==> config.mk <==
export PLATFORM = sky130hd
export DESIGN_NAME = pe_tile_scheduler
export DESIGN_NICKNAME = d
export VERILOG_FILES = /design/src/rtl/pe_tile_scheduler.sv
export SDC_FILE = /design/constraint.sdc
export NUM_CORES = 1
export LEC_CHECK = 0
export ABC_AREA = 0
export BUFFER_PORTS_ARGS = -buffer_cell sky130_fd_sc_hd__buf_2
export CAP_MARGIN = 5
export CORE_ASPECT_RATIO = 0.5
export CORE_MARGIN = 2
export CORE_UTILIZATION = 50
export DETAILED_ROUTE_END_ITERATION = 16
export HOLD_SLACK_MARGIN = 0.03
export PLACE_DENSITY = 0.73
export SKIP_CTS_REPAIR_TIMING = 1
export SKIP_LAST_GASP = 1
export SYNTH_ARGS = -nofsm -noshare
export SYNTH_HDL_FRONTEND = slang
export SYNTH_SLANG_ARGS = --single-unit
==> constraint.sdc <==
create_clock -name clk -period 5.75 [get_ports clk]
set_clock_uncertainty 0.2 [all_clocks]
set_input_delay 0.2875 -clock clk [delete_from_list [all_inputs] [get_ports clk]]
set_output_delay 0.2875 -clock clk [all_outputs]
set_load 0.01 [all_outputs]
==> src/rtl/pe_tile_scheduler.sv <==
// pe_tile_scheduler: walks output channels and image tiles, fetching weights/inputs and issuing them to a PE.
// Optional busy/stall performance counters are enabled with SCHED_PERF_CNT_EN.
module pe_tile_scheduler #(
  parameter int PE_LAT = 3,
  parameter int STEP3  = 4,
  parameter int STEP1  = 6
) (
  input  logic       clk,
  input  logic       reset,
  input  logic       start,
  input  logic [8:0] cfg_height,
  input  logic [8:0] cfg_width,
  input  logic [7:0] cfg_out_dim,
  input  logic       cfg_weight_size,
  output logic       busy,
  output logic       done,
  output logic       wt_req,
  input  logic       wt_ack,
  output logic [7:0] wt_dimen,
  output logic       in_req,
  input  logic       in_ack,
  output logic [8:0] in_low_h,
  output logic [8:0] in_high_h,
  output logic [8:0] in_low_w,
  output logic [8:0] in_high_w,
  output logic       pe_input_valid,
  output logic       pe_weight_valid,
  output logic       pe_weight_size,
  output logic [7:0] pe_weight_dimen,
  output logic       tile_done
`ifdef SCHED_PERF_CNT_EN
  ,
  output logic [31:0] perf_cycles,
  output logic [31:0] perf_stall
`endif
);
  typedef enum logic [2:0] {IDLE, WREQ, IREQ, ISSUE, DRAIN, DONE} state_t;
  localparam logic [3:0] LAST = 4'(PE_LAT - 1);
  state_t state_q, state_d;
  logic [8:0] h_q, h_d, w_q, w_d, row_q, row_d, col_q, col_d;
  logic [7:0] od_q, od_d, d_q, d_d;
  logic       ws_q, ws_d;
  logic [3:0] cnt_q, cnt_d;
  logic [9:0] stride, tail;
  logic       last_h, last_w, last_d;
  // Upper bound is clipped to the image edge; a zero dimension (reset/idle) reports 0.
  function automatic logic [8:0] hi(input logic [8:0] lo, input logic [8:0] dim);
    logic [9:0] a, b;
    a = {1'b0, lo} + 10'd5;
    b = {1'b0, dim} - 10'd1;
    return dim == '0 ? '0 : 9'(a < b ? a : b);
  endfunction
  assign stride = ws_q ? 10'(STEP3) : 10'(STEP1);
  assign tail = ws_q ? 10'd2 : 10'd0;
  assign last_h = {1'b0, row_q} + stride + tail >= {1'b0, h_q};
  assign last_w = {1'b0, col_q} + stride + tail >= {1'b0, w_q};
  assign last_d = d_q == od_q - 8'd1;
  assign busy = state_q != IDLE;
  assign done = state_q == DONE;
  assign wt_req = state_q == WREQ;
  assign in_req = state_q == IREQ;
  assign pe_input_valid = state_q == ISSUE;
  assign pe_weight_valid = state_q == ISSUE;
  assign tile_done = state_q == DRAIN && cnt_q == LAST;
  assign wt_dimen = d_q;
  assign pe_weight_dimen = d_q;
  assign pe_weight_size = ws_q;
  assign in_low_h = row_q;
  assign in_low_w = col_q;
  assign in_high_h = hi(row_q, h_q);
  assign in_high_w = hi(col_q, w_q);
  always_comb begin
    state_d = state_q;
    h_d = h_q;
    w_d = w_q;
    od_d = od_q;
    ws_d = ws_q;
    d_d = d_q;
    row_d = row_q;
    col_d = col_q;
    cnt_d = cnt_q;
    case (state_q)
      IDLE: if (start) begin
        h_d = cfg_height;
        w_d = cfg_width;
        od_d = cfg_out_dim;
        ws_d = cfg_weight_size;
        d_d = '0;
        row_d = '0;
        col_d = '0;
        state_d = (cfg_height == '0 || cfg_width == '0 || cfg_out_dim == '0) ? DONE : WREQ;
      end
      WREQ: state_d = wt_ack ? IREQ : WREQ;
      IREQ: state_d = in_ack ? ISSUE : IREQ;
      ISSUE: begin
        cnt_d = '0;
        state_d = DRAIN;
      end
      DRAIN: if (cnt_q != LAST) cnt_d = cnt_q + 4'd1;
      else if (!last_w) begin
        col_d = col_q + stride[8:0];
        state_d = IREQ;
      end else if (!last_h) begin
        col_d = '0;
        row_d = row_q + stride[8:0];
        state_d = IREQ;
      end else begin
        col_d = '0;
        row_d = '0;
        d_d = last_d ? d_q : d_q + 8'd1;
        state_d = last_d ? DONE : WREQ;
      end
      default: state_d = IDLE;
    endcase
  end
  always_ff @(posedge clk or posedge reset) begin
    if (reset) begin
      state_q <= IDLE;
      h_q <= '0;
      w_q <= '0;
      od_q <= '0;
      ws_q <= 1'b0;
      d_q <= '0;
      row_q <= '0;
      col_q <= '0;
      cnt_q <= '0;
    end else begin
      state_q <= state_d;
      h_q <= h_d;
      w_q <= w_d;
      od_q <= od_d;
      ws_q <= ws_d;
      d_q <= d_d;
      row_q <= row_d;
      col_q <= col_d;
      cnt_q <= cnt_d;
    end
  end
`ifdef SCHED_PERF_CNT_EN
  logic [31:0] pc_q, pc_d, ps_q, ps_d;
  always_comb begin
    pc_d = pc_q;
    ps_d = ps_q;
    if (state_q == IDLE && start) begin
      pc_d = '0;
      ps_d = '0;
    end else begin
      if (busy && pc_q != '1) pc_d = pc_q + 32'd1;
      if (((state_q == WREQ && !wt_ack) || (state_q == IREQ && !in_ack)) && ps_q != '1) ps_d = ps_q + 32'd1;
    end
  end
  always_ff @(posedge clk or posedge reset) begin
    if (reset) begin
      pc_q <= '0;
      ps_q <= '0;
    end else begin
      pc_q <= pc_d;
      ps_q <= ps_d;
    end
  end
  assign perf_cycles = pc_q;
  assign perf_stall = ps_q;
`endif
endmodule

==> results.md, run 1 <==
* RR Endpoint: in_low_h[8]
* Synth top area share at 29.8%
* DR WL met2 at 6.14 mm
* CP Data Arrival Time at 4500 ps
* Clk_lat worst skew at 330 ps
* Post-synth EDFFs at 0
* Largest net degree at the start of global routing at 59
* Met3 wire len at 708 um
* P per Cell Area at 461 mW/mm2
* Worst slew margin at 47.9%
* Global route total overflow at 0
* Mapped Cells at 585
* HP Class: in2async
* Initial core utilization at 51.5%
* Row count at 25
* CP Launch Type: register
* # placed instances at 785
* Number of CTS-inserted buffers at 9
* Post-synth ARST share at 100%
* # Max-Cap Violations at 0
* Hpwl dp at 9.32 mm
* DR DRC count at 0
* First-pass GRT wire length at 19.9 mm
* Die area at 0.0106 mm2
* Layout cells sized above 1 at 18.2%
* Filler cell count at 836
* Fin cells at 820
* VDD IR max at 0.000214 V
* Post-DP Area at 0.00537 mm2
* Beginning of the critical path: pe_weight_size
* Drt total wl at 13.1 mm
* H-tree depth at 3
* Slew at the pin with the worst max-slew slack at 782 ps
* 1st-iter DRT viols at 371
* Register area share after synthesis at 29.8%
* Hold Fails Final Rpt at 19
* Reg-to-Reg Start: pe_weight_size
* Clk sink count at 58
* Vias in the first global route at 3996
* IO Count at 92
* Setup-failing EPs final at 0
* Min Tclk post-route at 4480 ps
* DRT met1 WL at 6.11 mm
* Top layer in use: met4
* Multi-input gate area at 0.00314 mm2
* Synth area leader: dfrtp_1
* Synth cell types at 55
* Worst r2r path cells at 15
* GRT Util Overall at 24.2%
* CP Max Fanout at 8
* Core Area at 0.00948 mm2
* Fin area at 0.00590 mm2
* Nets at 768
* WHS at -17.6 ps
* Antenna violations before repair at 0
* Die width at 144 um
* Max Freq at 223 MHz
* Die H at 73.8 um
* Failing checks: negative hold slack
* Synth area leaders: dfrtp_1 (30%), ha_1 (14%), xnor2_1 (5.9%), nand2_1 (5.8%), o21ai_0 (4.2%)
* Clock Path Buffers at 2
* Critical path type: reg2reg
* TritonCTS clock tree: built
* Syn Std Cell Area at 0.00488 mm2
* Mapped Avg Cell Area at 8.34 um2
* Critical Path RT at 5770 ps
* GP Congestion at 0.897
* RSZ-0062 raised after global routing: false
* FF-to-FF setup slack at 1270 ps
* Total negative setup slack at 0 ps
* LEAKAGE at 2.90 nW
* Synth Warn # at 0
* Drt wl/cell at 16.0 um
* TritonRoute pass-1 iters at 5
* Ys flop type: dfrtp_1
* DRT antenna net count at 0
* Clock transition at path regs at 60 ps
* Outcome: complete, but fails checks
* Final worst-path cycle share at 77.9%
* Via Count at 4630
* Seq cells post-synth at 58
* Critical Path Sink Type: register
* Antenna diodes at 0
* Root buf cell: clkbuf_16
* Via-to-Cell Ratio at 5.65
* FF/Latch Area at 0.00145 mm2
* Synthesis-to-finish area growth at 20.9%
* Max-slew violations at 0
* Port bufs at 89
[routing by layer]
layer / vias to the layer above / track usage [%]
met5: - / 0
met4: 0 / 6.54
met3: 20 / 5.28
met2: 133 / 38.1
met1: 2223 / 34.0
li1: 2254 / -
[worst max-delay path by stage]
stage                     slack, ps                 end  cells after the start
after floorplan                1670  pe_weight_dimen[4]                     17
after global placement         1540  pe_weight_dimen[4]                     15
after detailed placement       1350         in_low_h[8]                     15
after CTS                      1320         in_low_h[8]                     15
after global routing            940         in_low_h[8]                     15
final                          1270         in_low_h[8]                     15
[state kept, by name (all words and copies together) (netlist names)]
signal	count
in_low_h	8
pe_weight_dimen	8
in_low_w	8
cnt_q	4
w_q	9
pe_weight_size	1
state_q	3
h_q	9
od_q	8
[worst max-delay path, cell delays in order (launching register included)]
cell and delay (ps):
dfrtp_1 460, inv_1 120, ha_1 220, or2_2 300, ha_1 210, fa_1 440, nand3_1 130, xnor2_1 80
ha_1 290, and3_1 170, nand3_1 90, a21oi_1 250, nor3_1 120, nor2_1 480, nand3_1 400, o41ai_1 430
[power by group]
group | switching (mW) | leakage [nW] | internal (mW)
Sequential | 0.188 | 0.761 | 0.529
Clock | 0.193 | 0.165 | 0.414
Combinational | 0.802 | 1.97 | 0.591
[cells in the final DEF, fill, tap and decap left out, types with 9 or more instances in the layout]
master / n
nand3_1: 22
nor2_1: 45
a211oi_1: 16
a21oi_1: 23
nand2_1: 75
xnor2_1: 33
nand4_1: 10
xor2_1: 17
nor4_1: 9
inv_1: 33
o21ai_0: 41
buf_2: 89
dfrtp_1: 58
ha_1: 54
nor3_1: 15
dlygate4sd3_1: 18
clkbuf_16: 9
[through the flow]
stage	power, mW	util (%)	setup WS [ps]
floorplan	1.69	-	1670
detailed placement	2.08	56.7	1350
global placement	2.05	56.7	1540
global route	2.94	62.2	938
finish	2.72	62.2	1270
CTS	2.70	60.3	1320
[kinds of logic after synthesis]
| family | after synthesis | share of synthesized area [%] |
|---|---|---|
| AO/OA/AOI/OAI | 129 | 17.1 |
| XOR/XNOR | 50 | 8.98 |
| adder cells (fa/ha/maj) | 56 | 14.7 |
| buffers and inverters | 65 | 6.00 |
| flip-flops | 58 | 29.8 |
| multiplexers | 5 | 1.03 |
| other | 1 | 0.0769 |
| AND/OR/NAND/NOR | 221 | 22.4 |
[cell type report]
cell class | count | share of cell area [%]
tap | 135 | 2.86
sequential | 58 | 24.6
clock buffer | 12 | 4.52
timing repair buffer | 113 | 11.4
multi-input combinational | 463 | 53.2
clock inverter | 4 | 1.23
inverter | 35 | 2.23
[cells in the mapped netlist, types with 6 or more instances]
master / count
ha_1: 54
buf_4: 11
nor2_1: 45
nand4_1: 10
nand2_1: 75
a21oi_1: 23
o31ai_1: 7
nand3_1: 22
nand2b_1: 7
o21ai_0: 41
clkbuf_1: 13
nor4_1: 9
nor3_1: 15
xor2_1: 17
xnor2_1: 33
inv_1: 34
o211ai_1: 7
dfrtp_1: 58
or3_1: 6
and3_1: 7
o21a_1: 6
a211oi_1: 16
No activity file was read; power rests on OpenSTA's default activity.
==> inputs of run 2 (changes only) <==
- clock period: 5.75 -> 4.4 ns (I/O delays scaled with it)
==> run 2 against run 1 <==
- the run now ends clean
- sequential cell count unchanged
- maximum frequency increased by 7.0%
- cell count increased by 2.0%
- sequential share of layout area decreased by 0.43 points
- hold slack improved by 130 ps
- via count increased by 1.2%
- core utilization increased by 1.2 points
==> results.md, run 2 (synthesis results as in run 1) <==
* Critical path type: reg2reg
* Commonest non-fill, non-tap cells in the layout: buf_2 (89), nand2_1 (75), dfrtp_1 (57)
* Biggest regs: h_q: 9 flops, w_q: 9 flops
* LEAKAGE at 2.95 nW
* Clk_lat worst skew at 330 ps
* Int Pwr at 1.92 mW
* Max-slew violations at 0
* Port bufs at 89
* Clk pwr share at 19.0%
* Hpwl dp at 9.39 mm
* Global route total overflow at 0
* Layout cells sized above 1 at 19.3%
* Core Area at 0.00948 mm2
* GP Congestion at 0.886
* FF-to-FF setup slack at 210 ps
* Largest net degree at the start of global routing at 59
* Switching Power at 1.56 mW
* TritonRoute pass-1 iters at 5
* Outcome: completed
* DR WL met2 at 6.12 mm
* Switching part of the total at 44.8%
* Clk sink count at 58
* Synthesis-to-finish area growth at 23.2%
* Worst slew margin at 48.4%
* CP Launch Type: register
* Drt wl/cell at 16.2 um
* Clock transition at path regs at 50 ps
* DRT met1 WL at 6.36 mm
* Most common cell after layout, fill and taps aside: buf_2
* CP Max Fanout at 10
* 1st-iter DRT viols at 378
* Total negative setup slack at 0 ps
* Met3 wire len at 836 um
* Antenna violations before repair at 0
* Row count at 25
* Root buf cell: clkbuf_16
* Filler cell count at 786
* P per Cell Area at 580 mW/mm2
* Vias in the first global route at 4038
* Final core utilization at 63.4%
* HP Class: in2reg
* TritonCTS clock tree: built
* CP Data Arrival Time at 4210 ps
* Nets at 783
* Die area at 0.0106 mm2
* Hold Fails Final Rpt at 0
* Via-to-Cell Ratio at 5.60
* Critical Path RT at 4420 ps
* H-tree depth at 3
* Top layer in use: met4
* # Max-Cap Violations at 0
* VDD IR max at 0.000276 V
* DRT antenna net count at 0
* DR DRC count at 0
* Slew at the pin with the worst max-slew slack at 775 ps
* Min Tclk post-route at 4190 ps
* Initial core utilization at 51.5%
* Number of CTS-inserted buffers at 9
* Critical Path Sink Type: register
* Final worst-path cycle share at 95.1%
* Gate power share at 54.4%
* Max Freq at 239 MHz
* Part of the power in registers at 26.7%
* GRT Util Overall at 25.0%
* Via Count at 4685
* Die width at 144 um
* Drt total wl at 13.6 mm
* IO Count at 92
* Die H at 73.8 um
* First-pass GRT wire length at 20.4 mm
* Clock Path Buffers at 2
* RSZ-0062 raised after global routing: false
* Setup-failing EPs final at 0
==> run 2: cell count changes in the layout (fill, tap and decap cells not counted), sizes merged <==
cell	before	now
dlygate4sd3	18	28
buf	95	100
bufinv	2	0
clkbuf	12	14
clkinv	1	2
clkinvlp	1	0
diode	0	1
==> run 2: worst max-delay path: stages, from the launching register on <==
cell and delay [ps]:
dfrtp_2 430, inv_1 100, ha_1 230, or2_2 310, ha_1 210, fa_1 430
nand2_1 100, xnor2_1 120, ha_1 260, and3_1 200, a221o_1 320, a31o_2 230
or3_4 370, or3b_4 310, o211ai_1 110, o31ai_1 120
==> run 2: power by group through the flow <==
| stage | Sequential (mW) | Combinational [mW] | Clock (mW) |
|---|---|---|---|
| 2_1_floorplan | 0.870 | 1.33 | 0 |
| 3_3_place_gp | 0.921 | 1.78 | 0 |
| 3_5_place_dp | 0.928 | 1.82 | 0 |
| 4_1_cts | 0.921 | 1.84 | 0.671 |
| 5_1_grt | 0.954 | 2.14 | 0.691 |
| 6_report | 0.930 | 1.89 | 0.661 |
==> run 2: area by class of cell <==
cell class	instances	area [um2]	share of cell area, %
multi-input cells	463	3160	52.6
flip-flops and latches	58	1450	24.2
repair buffers	128	808	13.4
clock buffers	14	274	4.56
well taps	135	169	2.81
inverters	35	131	2.19
clock inverters	2	10.0	0.167
diodes	1	2.50	0.0416
==> run 2: final timing paths <==
path | from | endpoint | cells after the start
worst max register to register | pe_weight_size | pe_weight_dimen[7] | 15
worst max-delay path | pe_weight_size | pe_weight_dimen[7] | 15
max in group asynchronous | reset | pe_weight_size | 4
worst min register to register | od_q[7] | od_q[7] | 2
min in group asynchronous | reset | w_q[3] | 4
worst min-delay path | in_ack | state_q[0] | 5
==> run 2: layer usage <==
metal  vias to the layer above  GRT usage, %
li1                       2289             -
met1                      2214          36.4
met2                       156          37.4
met3                        26          5.41
met4                         0          7.19
met5                         -             0
==> run 2: through the flow <==
stage                     hold WS (ps)  instance area [um2]  cells  setup slack [ps]  power, mW
after floorplan                    125                 4880    586               316       2.20
after global placement             235                 5410    790               230       2.70
after detailed placement           241                 5410    790              52.3       2.75
after CTS                         -107                 5690    806              25.4       3.43
after global routing               161                 6010    835              25.6       3.79
final                              117                 6010    836               215       3.48
==> inputs of run 3 (changes only) <==
- ABC_AREA: 0 -> 1
==> run 3 against run 2 <==
- design area increased by 4.1%
- wire length increased by 1.7%
- critical path depth increased by 3
- total power decreased by 5.4%
- clock-buffer cell count decreased by 4
- combinational power decreased by 13%
- via count increased by 8.7%
- clock power increased by 15%
- maximum frequency increased by 8.8%
- worst setup slack improved by 340 ps
- core utilization decreased by 1.6 points
- first-iteration DRC count decreased by 7.4%
- critical endpoint is now pe_weight_dimen[0]
- largest cell class unchanged
==> results.md, run 3 <==
* Outcome: completed
* Clk sink count at 58
* Drt wl/cell at 14.0 um
* GP Congestion at 0.888
* Max Freq at 260 MHz
* Drt total wl at 13.8 mm
* Root buf cell: clkbuf_16
* CP Max Fanout at 9
* DRT antenna net count at 0
* TritonCTS clock tree: built
* Largest net degree at the start of global routing at 59
* Hpwl dp at 9.97 mm
* Register area share after synthesis at 28.2%
* Most frequent cell after synthesis: nand2_1
* Hold Fails Final Rpt at 0
* Vias in the first global route at 4317
* Die width at 148 um
* Total power at 3.30 mW
* Port bufs at 89
* Setup-failing EPs final at 0
* Synth top area share at 28.2%
* Most common cell after layout, fill and taps aside: nand2_1
* CP Launch Type: register
* Fin cells at 985
* Clock transition at path regs at 50 ps
* Critical Path RT at 4470 ps
* FF-to-FF setup slack at 550 ps
* Ys flop type: dfrtp_1
* RSZ-0062 raised after global routing: false
* Slew at the pin with the worst max-slew slack at 753 ps
* Clock Path Buffers at 2
* Max-slew violations at 0
* Antenna diodes at 0
* P per Cell Area at 527 mW/mm2
* Total negative setup slack at 0 ps
* Core Area at 0.0101 mm2
* Row count at 26
* IO Count at 92
* Hold Path Depth at 3
* Number of CTS-inserted buffers at 9
* Synth cell types at 40
* Post-DP Area at 0.00567 mm2
* Biggest regs: h_q: 9 flops, w_q: 9 flops
* HP Class: in2reg
* Critical Path Sink Type: register
* LEAKAGE at 3.55 nW
* 1st-iter DRT viols at 350
* Critical path type: reg2reg
* VDD IR max at 0.000477 V
* Synth area leader: dfrtp_1
* Mapped Avg Cell Area at 7.04 um2
* # placed instances at 943
* Fin area at 0.00625 mm2
* Antenna violations before repair at 0
* Filler cell count at 890
* DR DRC count at 0
* Global route total overflow at 0
* H-tree depth at 3
* Post-synth EDFFs at 0
* Initial core utilization at 50.9%
* Synth Warn # at 0
* First-pass GRT wire length at 20.8 mm
* Synthesis-to-finish area growth at 21.4%
* GRT Util Overall at 23.9%
* Seq cells post-synth at 58
* Layout cells sized above 1 at 15.1%
* Synth area leaders: dfrtp_1 (28%), ha_1 (13%), nand2_1 (12%), nor2_1 (7.7%), xor2_1 (7.6%)
* Die H at 75.8 um
* Final worst-path cycle share at 87.4%
* Post-synth ARST share at 100%
* TritonRoute pass-1 iters at 5
* Nets at 929
* Syn Std Cell Area at 0.00515 mm2
* Commonest non-fill, non-tap cells in the layout: nand2_1 (158), nor2_1 (106), inv_1 (100)
* # Max-Cap Violations at 0
* Die area at 0.0112 mm2
* Worst slew margin at 49.8%
* Worst r2r path cells at 18
* Min Tclk post-route at 3850 ps
* Via Count at 5091
* CP Data Arrival Time at 3920 ps
* Clk_lat worst skew at 340 ps
* Mapped Cells at 732
* Synth top cells by count: nand2_1 (158), nor2_1 (106), inv_1 (101)
* Via-to-Cell Ratio at 5.17
[run 3: kinds of logic after synthesis]
group,count (synthesis),synth area share [%]
other cells,1,0.0728
flops,58,28.2
fa+ha+maj,56,13.9
compound gates,82,8.79
buf+inv,125,10.0
simple gates,354,29.5
xor+xnor,56,9.52
[run 3: area by class of cell]
class                           count  area [um2]  area share (%)
Tap cell                          140         175            2.80
Inverter                          104         390            6.24
Timing Repair Buffer              118         731            11.7
Clock inverter                      5        78.8            1.26
Multi-Input combinational cell    550        3190            51.0
Clock buffer                       10         239            3.82
Sequential cell                    58        1450            23.2
[run 3: final timing paths]
check	from	endpoint
max	pe_weight_size	pe_weight_dimen[0]
min	in_ack	state_q[0]
max reg2reg	pe_weight_size	pe_weight_dimen[0]
min reg2reg	od_q[6]	od_q[6]
max in group asynchronous	reset	w_q[8]
min in group asynchronous	reset	od_q[5]
[run 3: critical path, stage by stage, from the launching register on]
cell and delay [ps]:
dfrtp_1 450, inv_1 110, ha_1 220, or2_2 300
ha_1 210, fa_1 420, nand2_1 130, nor2_1 60
xor2_1 140, ha_1 300, a21oi_1 150, nand2_1 60
a21oi_1 160, nand2_1 210, nor2_2 250, nor2_4 110
nand2_2 150, nand2_1 80, nand2_1 70
[run 3: per-layer routing]
metal | up-vias | track usage, % | routed length (um) | share of wire [%]
met3 | 26 | 5.03 | 930 | 6.7
met5 | - | 0 | 0 | 0
met1 | 2331 | 33.9 | 6800 | 49
met2 | 195 | 37.5 | 5840 | 42
li1 | 2539 | - | - | -
met4 | 0 | 6.73 | 219 | 1.6
[run 3: power breakdown]
part | total (mW) | switching, mW | internal [mW]
Clock | 0.762 | 0.256 | 0.506
Combinational | 1.64 | 1.04 | 0.600
Sequential | 0.892 | 0.195 | 0.697
[run 3: per-stage QoR]
step / setup slack (ps) / utilization [%] / hold slack, ps
2_1_floorplan: 909 / - / 179
5_1_grt: 250 / 61.8 / 34.2
6_report: 554 / 61.8 / 6.86
3_5_place_dp: 611 / 56.0 / 278
3_3_place_gp: 773 / 56.0 / 275
4_1_cts: 593 / 59.2 / -82.7
